File: src/rtl/hazard_scoreboard_pkg.sv
// Shared constants for the hazard scoreboard: default geometry, hold code and stage indices.
package hazard_pkg;

   localparam int unsigned NREG_DEF   = 32;
   localparam int unsigned REG_AW_DEF = 5;
   localparam int unsigned LAT_W_DEF  = 3;
   localparam int unsigned NSTG_DEF   = 4;

   // All-ones latency marks a variable-latency producer that waits for a release
   localparam logic [LAT_W_DEF-1:0] LAT_HOLD = '1;

   localparam int unsigned STG_IF  = 0;
   localparam int unsigned STG_ID  = 1;
   localparam int unsigned STG_EX  = 2;
   localparam int unsigned STG_MEM = 3;

   localparam logic [NSTG_DEF-1:0] REDIR_MASK_DEF = 4'b1110;

endpackage

File: src/rtl/hazard_scoreboard_if.sv
// ID-stage request, release and hazard-result bundle between the pipeline and the scoreboard.
interface hazard_scoreboard_if #(
   parameter int unsigned NREG   = hazard_pkg::NREG_DEF,
   parameter int unsigned REG_AW = hazard_pkg::REG_AW_DEF,
   parameter int unsigned LAT_W  = hazard_pkg::LAT_W_DEF,
   parameter int unsigned NSTG   = hazard_pkg::NSTG_DEF
);

   logic              is_jump;
   logic              id_valid;
   logic [REG_AW-1:0] id_rs1;
   logic [REG_AW-1:0] id_rs2;
   logic              id_use_rs1;
   logic              id_use_rs2;
   logic              id_wen;
   logic [REG_AW-1:0] id_rd;
   logic [LAT_W-1:0]  id_lat;
   logic              rel_valid;
   logic [REG_AW-1:0] rel_rd;
   logic              stall;
   logic [NSTG-1:0]   flush;
   logic [NREG-1:0]   busy_vec;
   logic [31:0]       perf_stall_cyc;
   logic [31:0]       perf_redir_cnt;

   modport master (
      output is_jump, id_valid, id_rs1, id_rs2, id_use_rs1, id_use_rs2,
             id_wen, id_rd, id_lat, rel_valid, rel_rd,
      input  stall, flush, busy_vec, perf_stall_cyc, perf_redir_cnt
   );

   modport slave (
      input  is_jump, id_valid, id_rs1, id_rs2, id_use_rs1, id_use_rs2,
             id_wen, id_rd, id_lat, rel_valid, rel_rd,
      output stall, flush, busy_vec, perf_stall_cyc, perf_redir_cnt
   );

endinterface

File: src/rtl/hazard_scoreboard_sb_cnt.sv
// One scoreboard entry: load on issue, clear on release, park at the hold code, else count down.
module hazard_sb_cnt #(
   parameter int unsigned LAT_W = hazard_pkg::LAT_W_DEF
) (
   input  logic             clk,
   input  logic             rst_n,
   input  logic             i_load,
   input  logic [LAT_W-1:0] i_lat,
   input  logic             i_rel,
   output logic             o_busy,
   output logic [LAT_W-1:0] o_cnt
);

   localparam logic [LAT_W-1:0] HOLD = '1;

   logic [LAT_W-1:0] r_cnt;

   // Issue beats release so a re-issued register is never cleared by a stale writeback
   always_ff @(posedge clk or negedge rst_n) begin
      if (!rst_n) begin
         r_cnt <= '0;
      end else if (i_load) begin
         r_cnt <= i_lat;
      end else if (i_rel) begin
         r_cnt <= '0;
      end else if (r_cnt != HOLD && r_cnt != '0) begin
         r_cnt <= r_cnt - LAT_W'(1);
      end
   end

   assign o_busy = (r_cnt != '0);
   assign o_cnt  = r_cnt;

endmodule

File: src/rtl/hazard_scoreboard.sv
// Per-register latency scoreboard producing the ID stall and per-stage flush vector.
// Optional performance counters are built when HAZARD_PERF_EN is defined.
module hazard_scoreboard
   import hazard_pkg::*;
#(
   parameter int unsigned     NREG       = NREG_DEF,
   parameter int unsigned     REG_AW     = REG_AW_DEF,
   parameter int unsigned     LAT_W      = LAT_W_DEF,
   parameter int unsigned     NSTG       = NSTG_DEF,
   parameter logic [NSTG-1:0] REDIR_MASK = REDIR_MASK_DEF,
   parameter int unsigned     BUBBLE_IDX = STG_EX
) (
   input  logic                clk,
   input  logic                rst_n,
   hazard_scoreboard_if.slave  bus
);

   localparam logic [LAT_W-1:0] HOLD = '1;

   logic [LAT_W-1:0] w_cnt [NREG];
   logic [NREG-1:0]  w_busy;
   logic             w_raw1;
   logic             w_raw2;
   logic             w_waw;
   logic             w_haz;
   logic             w_stall;
   logic [NSTG-1:0]  w_flush;
   logic             w_issue;

   // Register 0 has no storage and never reports busy
   assign w_cnt[0]  = '0;
   assign w_busy[0] = 1'b0;

   for (genvar g = 1; g < NREG; g++) begin : g_ent
      hazard_sb_cnt #(
         .LAT_W (LAT_W)
      ) u_cnt (
         .clk    (clk),
         .rst_n  (rst_n),
         .i_load (w_issue && (bus.id_rd == REG_AW'(g))),
         .i_lat  (bus.id_lat),
         .i_rel  (bus.rel_valid && (bus.rel_rd == REG_AW'(g))),
         .o_busy (w_busy[g]),
         .o_cnt  (w_cnt[g])
      );
   end

   // A younger writer may not land before an older one still in flight
   always_comb begin
      w_raw1 = bus.id_use_rs1 && (bus.id_rs1 != '0) && (w_cnt[bus.id_rs1] != '0);
      w_raw2 = bus.id_use_rs2 && (bus.id_rs2 != '0) && (w_cnt[bus.id_rs2] != '0);
      w_waw  = bus.id_wen && (bus.id_rd != '0) &&
               ((w_cnt[bus.id_rd] == HOLD) || (w_cnt[bus.id_rd] > bus.id_lat));
      w_haz  = bus.id_valid && (w_raw1 || w_raw2 || w_waw);
   end

   // Redirect outranks stall: the stalled instruction is being flushed anyway
   always_comb begin
      w_stall = 1'b0;
      w_flush = '0;
      if (bus.is_jump) begin
         w_flush = REDIR_MASK;
      end else if (w_haz) begin
         w_stall             = 1'b1;
         w_flush[BUBBLE_IDX] = 1'b1;
      end
   end

   assign w_issue = bus.id_valid && bus.id_wen && (bus.id_rd != '0) &&
                    !w_stall && !bus.is_jump;

   assign bus.stall    = w_stall;
   assign bus.flush    = w_flush;
   assign bus.busy_vec = w_busy;

`ifdef HAZARD_PERF_EN
   logic [31:0] r_perf_stall_cyc;
   logic [31:0] r_perf_redir_cnt;

   always_ff @(posedge clk or negedge rst_n) begin
      if (!rst_n) begin
         r_perf_stall_cyc <= '0;
         r_perf_redir_cnt <= '0;
      end else begin
         if (w_stall)     r_perf_stall_cyc <= r_perf_stall_cyc + 32'd1;
         if (bus.is_jump) r_perf_redir_cnt <= r_perf_redir_cnt + 32'd1;
      end
   end

   assign bus.perf_stall_cyc = r_perf_stall_cyc;
   assign bus.perf_redir_cnt = r_perf_redir_cnt;
`else
   assign bus.perf_stall_cyc = '0;
   assign bus.perf_redir_cnt = '0;
`endif

endmodule

File: src/flat_wrapper.sv
// flat-port wrapper written by rule: the top's interface ports become plain ports
module hazard_scoreboard_flat import hazard_pkg::*;
#(
   parameter int unsigned     NREG       = NREG_DEF,
   parameter int unsigned     REG_AW     = REG_AW_DEF,
   parameter int unsigned     LAT_W      = LAT_W_DEF,
   parameter int unsigned     NSTG       = NSTG_DEF,
   parameter logic [NSTG-1:0] REDIR_MASK = REDIR_MASK_DEF,
   parameter int unsigned     BUBBLE_IDX = STG_EX
)
  (clk, rst_n, bus_is_jump, bus_id_valid, bus_id_rs1, bus_id_rs2, bus_id_use_rs1, bus_id_use_rs2, bus_id_wen, bus_id_rd, bus_id_lat, bus_rel_valid, bus_rel_rd, bus_stall, bus_flush, bus_busy_vec, bus_perf_stall_cyc, bus_perf_redir_cnt);
  hazard_scoreboard_if #(.NREG(NREG), .REG_AW(REG_AW), .LAT_W(LAT_W), .NSTG(NSTG)) bus_i ();
  input  logic clk;
  input  logic rst_n;
  input wire logic [$bits(bus_i.is_jump)-1:0] bus_is_jump;
  input wire logic [$bits(bus_i.id_valid)-1:0] bus_id_valid;
  input wire logic [$bits(bus_i.id_rs1)-1:0] bus_id_rs1;
  input wire logic [$bits(bus_i.id_rs2)-1:0] bus_id_rs2;
  input wire logic [$bits(bus_i.id_use_rs1)-1:0] bus_id_use_rs1;
  input wire logic [$bits(bus_i.id_use_rs2)-1:0] bus_id_use_rs2;
  input wire logic [$bits(bus_i.id_wen)-1:0] bus_id_wen;
  input wire logic [$bits(bus_i.id_rd)-1:0] bus_id_rd;
  input wire logic [$bits(bus_i.id_lat)-1:0] bus_id_lat;
  input wire logic [$bits(bus_i.rel_valid)-1:0] bus_rel_valid;
  input wire logic [$bits(bus_i.rel_rd)-1:0] bus_rel_rd;
  output wire logic [$bits(bus_i.stall)-1:0] bus_stall;
  output wire logic [$bits(bus_i.flush)-1:0] bus_flush;
  output wire logic [$bits(bus_i.busy_vec)-1:0] bus_busy_vec;
  output wire logic [$bits(bus_i.perf_stall_cyc)-1:0] bus_perf_stall_cyc;
  output wire logic [$bits(bus_i.perf_redir_cnt)-1:0] bus_perf_redir_cnt;
  assign bus_i.is_jump = bus_is_jump;
  assign bus_i.id_valid = bus_id_valid;
  assign bus_i.id_rs1 = bus_id_rs1;
  assign bus_i.id_rs2 = bus_id_rs2;
  assign bus_i.id_use_rs1 = bus_id_use_rs1;
  assign bus_i.id_use_rs2 = bus_id_use_rs2;
  assign bus_i.id_wen = bus_id_wen;
  assign bus_i.id_rd = bus_id_rd;
  assign bus_i.id_lat = bus_id_lat;
  assign bus_i.rel_valid = bus_rel_valid;
  assign bus_i.rel_rd = bus_rel_rd;
  assign bus_stall = bus_i.stall;
  assign bus_flush = bus_i.flush;
  assign bus_busy_vec = bus_i.busy_vec;
  assign bus_perf_stall_cyc = bus_i.perf_stall_cyc;
  assign bus_perf_redir_cnt = bus_i.perf_redir_cnt;
  hazard_scoreboard #(.NREG(NREG), .REG_AW(REG_AW), .LAT_W(LAT_W), .NSTG(NSTG), .REDIR_MASK(REDIR_MASK), .BUBBLE_IDX(BUBBLE_IDX)) u_core (.clk(clk), .rst_n(rst_n), .bus(bus_i));
endmodule
File: config.mk
export PLATFORM = sky130hd
export DESIGN_NAME = hazard_scoreboard_flat
export DESIGN_NICKNAME = d
export VERILOG_FILES = /design/src/rtl/hazard_scoreboard_pkg.sv /design/src/rtl/hazard_scoreboard_if.sv /design/src/rtl/hazard_scoreboard_sb_cnt.sv /design/src/rtl/hazard_scoreboard.sv /design/src/flat_wrapper.sv
export SDC_FILE = /design/constraint.sdc
export NUM_CORES = 1
export LEC_CHECK = 0
export CORE_UTILIZATION = 51
export DETAILED_ROUTE_END_ITERATION = 6
export GPL_TIMING_DRIVEN = 0
export PLACE_DENSITY = 0.75
export SKIP_CTS_REPAIR_TIMING = 1
export SYNTH_ARGS = -nofsm -noshare
export SYNTH_HDL_FRONTEND = slang
export SYNTH_HIERARCHICAL = 1
export SYNTH_SLANG_ARGS = --single-unit
File: constraint.sdc
create_clock -name clk -period 3.8 [get_ports clk]
set_clock_uncertainty 0.1 [all_clocks]
set_input_delay 0.57 -clock clk [delete_from_list [all_inputs] [get_ports clk]]
set_output_delay 0.57 -clock clk [all_outputs]
set_load 0.01 [all_outputs]
==> flow_metrics.tcl <==
set metrics [dict create \
    status "finished, violations left" \
    violations "DRC, setup timing" \
    leakage_nw 5.83 \
    period_share 1.05 \
    max_stage_delay_ns 0.48 \
    grt_max_degree 60 \
    grt_usage 0.298 \
    clkSinkCount 93 \
    start_kind "flop" \
    end_kind "flop" \
    h-tree-depth 3 \
    num_vias 9235 \
    intPower_w 0.00447 \
    layout_commonest_cell "inv_1" \
    drive_gt1_frac 0.239 \
    reg2regPathDepth 17 \
    power_frac_comb 0.610 \
    clock-root-buffer "clkbuf_16" \
    tns_ns -5.65 \
    postSynthCellCount 1121 \
    synth_seq_cells 93 \
    cp_common_cell "buf_4" \
    tritoncts "yes" \
    io_buffers 59 \
    wl_um 29700 \
    max-cap-violations 0 \
    viasPerCell 6.00 \
    die-area_um2 19400 \
    power_density_nw_per_um2 661 \
    clk_path_buf_depth 2 \
    largest_register_ffs 93 \
    rsz0062_at_grt "yes" \
    hpwl_um 21500 \
    critPathSlowestCell "mux4_2" \
    antenna_found_initial 0 \
    vdd_drop_max_uv 387 \
    synth-warning-count 6 \
    worst_pin_slew_ns 0.964 \
    dr.pass1.iters 7 \
    ys_types 58 \
    row_count 49 \
    rr_endpoint "u_core/g_ent[5].u_cnt/o_cnt[0]$_DFFE_PN0P_" \
    synth_top_area_frac 0.243 \
    fin_ws_ns -0.201 \
    fp.coreArea_um2 18200 \
    r2r_slack_ns -0.20 \
    pwr-share-seq 0.285 \
    final_cell_mix "inv_1 (134), mux2i_1 (111), buf_4 (106), ha_1 (95), a21oi_1 (93)" \
    pwr-share-clk 0.104 \
    sw_frac_of_total 0.447 \
    synthFlopType "dfrtp_1" \
    p_switching_w 0.00361 \
    hold_violations 0 \
    hp-class "primary input to asynchronous set/reset pin" \
    synth_area_leaders "dfrtp_1 (24%), ha_1 (13%), mux2i_1 (12%)" \
    slew_headroom 0.353 \
    die_x_um 139 \
    overflow 0 \
    finalSetupViolCount 73 \
    max_freq_mhz 250 \
    startpoint "u_core/g_ent[20].u_cnt/o_cnt[1]$_DFFE_PN0P_" \
    routabilityCongestion 1.04 \
    drcViolationCount 11 \
    synth_async_sr_flop_share 1.00 \
    cts-buffers-inserted 9 \
    yosys.area.top_type "dfrtp_1" \
    initial_core_util 0.527 \
    r2r_start "u_core/g_ent[20].u_cnt/o_cnt[1]$_DFFE_PN0P_" \
    clk_pin_slew_worst_paths_ns 0.06 \
    cp.required_ns 3.94 \
    fillCellCount 1490 \
    critical_path.cell_chain "mux4_2 -> mux2_4 -> o32a_1 -> and2_1 -> ha_1 -> a21o_1 -> a21oi_2 -> a31oi_1 -> a41oi_2 -> buf_4 -> o2111ai_4 -> buf_12 -> nor4_4 -> buf_4 -> nor3_2 -> a21oi_1 -> mux2i_1" \
    io_pins 132 \
    slew_violations 0 \
    synth_area_um2 9590 \
    grt_pass1_vias 8472 \
    critPathMaxFanout 5 \
    whs_ns 0.0699 \
    final_nets 1436 \
    antenna_left 0 \
    synth_edf_count 0 \
    drt-initial-drc-count 691 \
    cp.arrival_ns 4.14 \
    worst-setup-path-type "flop to flop" \
    n_antenna_cell 0 \
    syn_avg_cell_area_um2 8.56 \
    place_ws_ns -1.40 \
    fin_total_pwr_w 0.00808 \
    syn_to_final_growth_pct 27.4 \
    clkLatencyLatePin_ns 0.37 \
    grt_pass1_wl_um 45000 \
    die_height_um 139 \
    min_period_ns 4.00 \
    ys_seq_area_frac 0.243 \
    post_drt_wl_per_cell_um 19.3 \
]
==> cell usage after synthesis (31+ instances only) <==
master / n
nor3_1: 102
buf_4: 69
nor2_1: 78
inv_1: 135
nor3_2: 31
nand2b_1: 43
nand2_1: 58
dfrtp_1: 93
ha_1: 96
a21oi_1: 100
o31ai_1: 32
mux2i_1: 111
==> cell type report <==
| cell class | instances | area, um^2 | share of cell area |
|---|---|---|---|
| clock buffer | 10 | 239 | 0.0196 |
| timing repair buffer | 112 | 1060 | 0.0869 |
| inverter | 135 | 510 | 0.0418 |
| sequential | 93 | 2330 | 0.191 |
| tap | 229 | 287 | 0.0234 |
| buffer | 96 | 788 | 0.0645 |
| multi-input combinational | 862 | 6990 | 0.572 |
| clock inverter | 3 | 15.0 | 0.00123 |
==> worst max-delay path by stage <==
| stage | end | depth (start not counted) |
|---|---|---|
| 6_report | u_core/g_ent[5].u_cnt/o_cnt[0]$_DFFE_PN0P_ | 17 |
| 4_1_cts | bus_flush[2] | 16 |
| 3_3_place_gp | u_core/g_ent[9].u_cnt/o_cnt[0]$_DFFE_PN0P_ | 1 |
| 5_1_grt | u_core/g_ent[5].u_cnt/o_cnt[0]$_DFFE_PN0P_ | 19 |
| 3_5_place_dp | u_core/g_ent[22].u_cnt/o_cnt[1]$_DFFE_PN0P_ | 19 |
| 2_1_floorplan | u_core/g_ent[9].u_cnt/o_cnt[0]$_DFFE_PN0P_ | 16 |
==> power by group through the flow <==
| stage | logic [W] | registers (W) | clock network, W |
|---|---|---|---|
| after floorplan | 0.00367 | 0.00201 | 0 |
| after global placement | 0.00436 | 0.00225 | 0 |
| final | 0.00493 | 0.00230 | 0.000844 |
| after CTS | 0.00461 | 0.00225 | 0.000859 |
| after detailed placement | 0.00458 | 0.00227 | 0 |
| after global routing | 0.00553 | 0.00237 | 0.000894 |
==> per-layer routing <==
metal	vias to the layer above	share of wire	global-route usage
met1	4451	0.40	0.372
li1	4229	-	-
met5	-	0	0
met2	454	0.48	0.503
met4	0	0.039	0.109
met3	101	0.087	0.0691
==> kinds of logic (layout without fill, tap and decap cells) <==
family	after synthesis	count (layout)	share of synthesized area
AOI/OAI and AO/OA	173	173	0.112
adders and majority gates	96	96	0.125
and+or+nand+nor	385	385	0.215
DFF	93	93	0.243
buffers and inverters	231	356	0.121
other	1	66	0.000391
muxes	142	142	0.184
==> through the flow <==
| step | instances | cell area (um^2) | util |
|---|---|---|---|
| 2_1_floorplan | 1186 | 10200 | - |
| 3_3_place_gp | 1474 | 11100 | 0.607 |
| 3_5_place_dp | 1475 | 11100 | 0.608 |
| 4_1_cts | 1488 | 11300 | 0.621 |
| 5_1_grt | 1540 | 12200 | 0.671 |
| 6_report | 1540 | 12200 | 0.671 |
==> worst max-delay path, delay by kind of cell, from the launching register on <==
family / cells / cell delay [ns]
AO/OA/AOI/OAI: 7 / 1.09
multiplexers: 3 / 0.86
buffers and inverters: 3 / 0.60
AND/OR/NAND/NOR: 3 / 0.51
flip-flops: 1 / 0.43
adder cells (fa/ha/maj): 1 / 0.28
No activity file was read; power rests on OpenSTA's default activity.
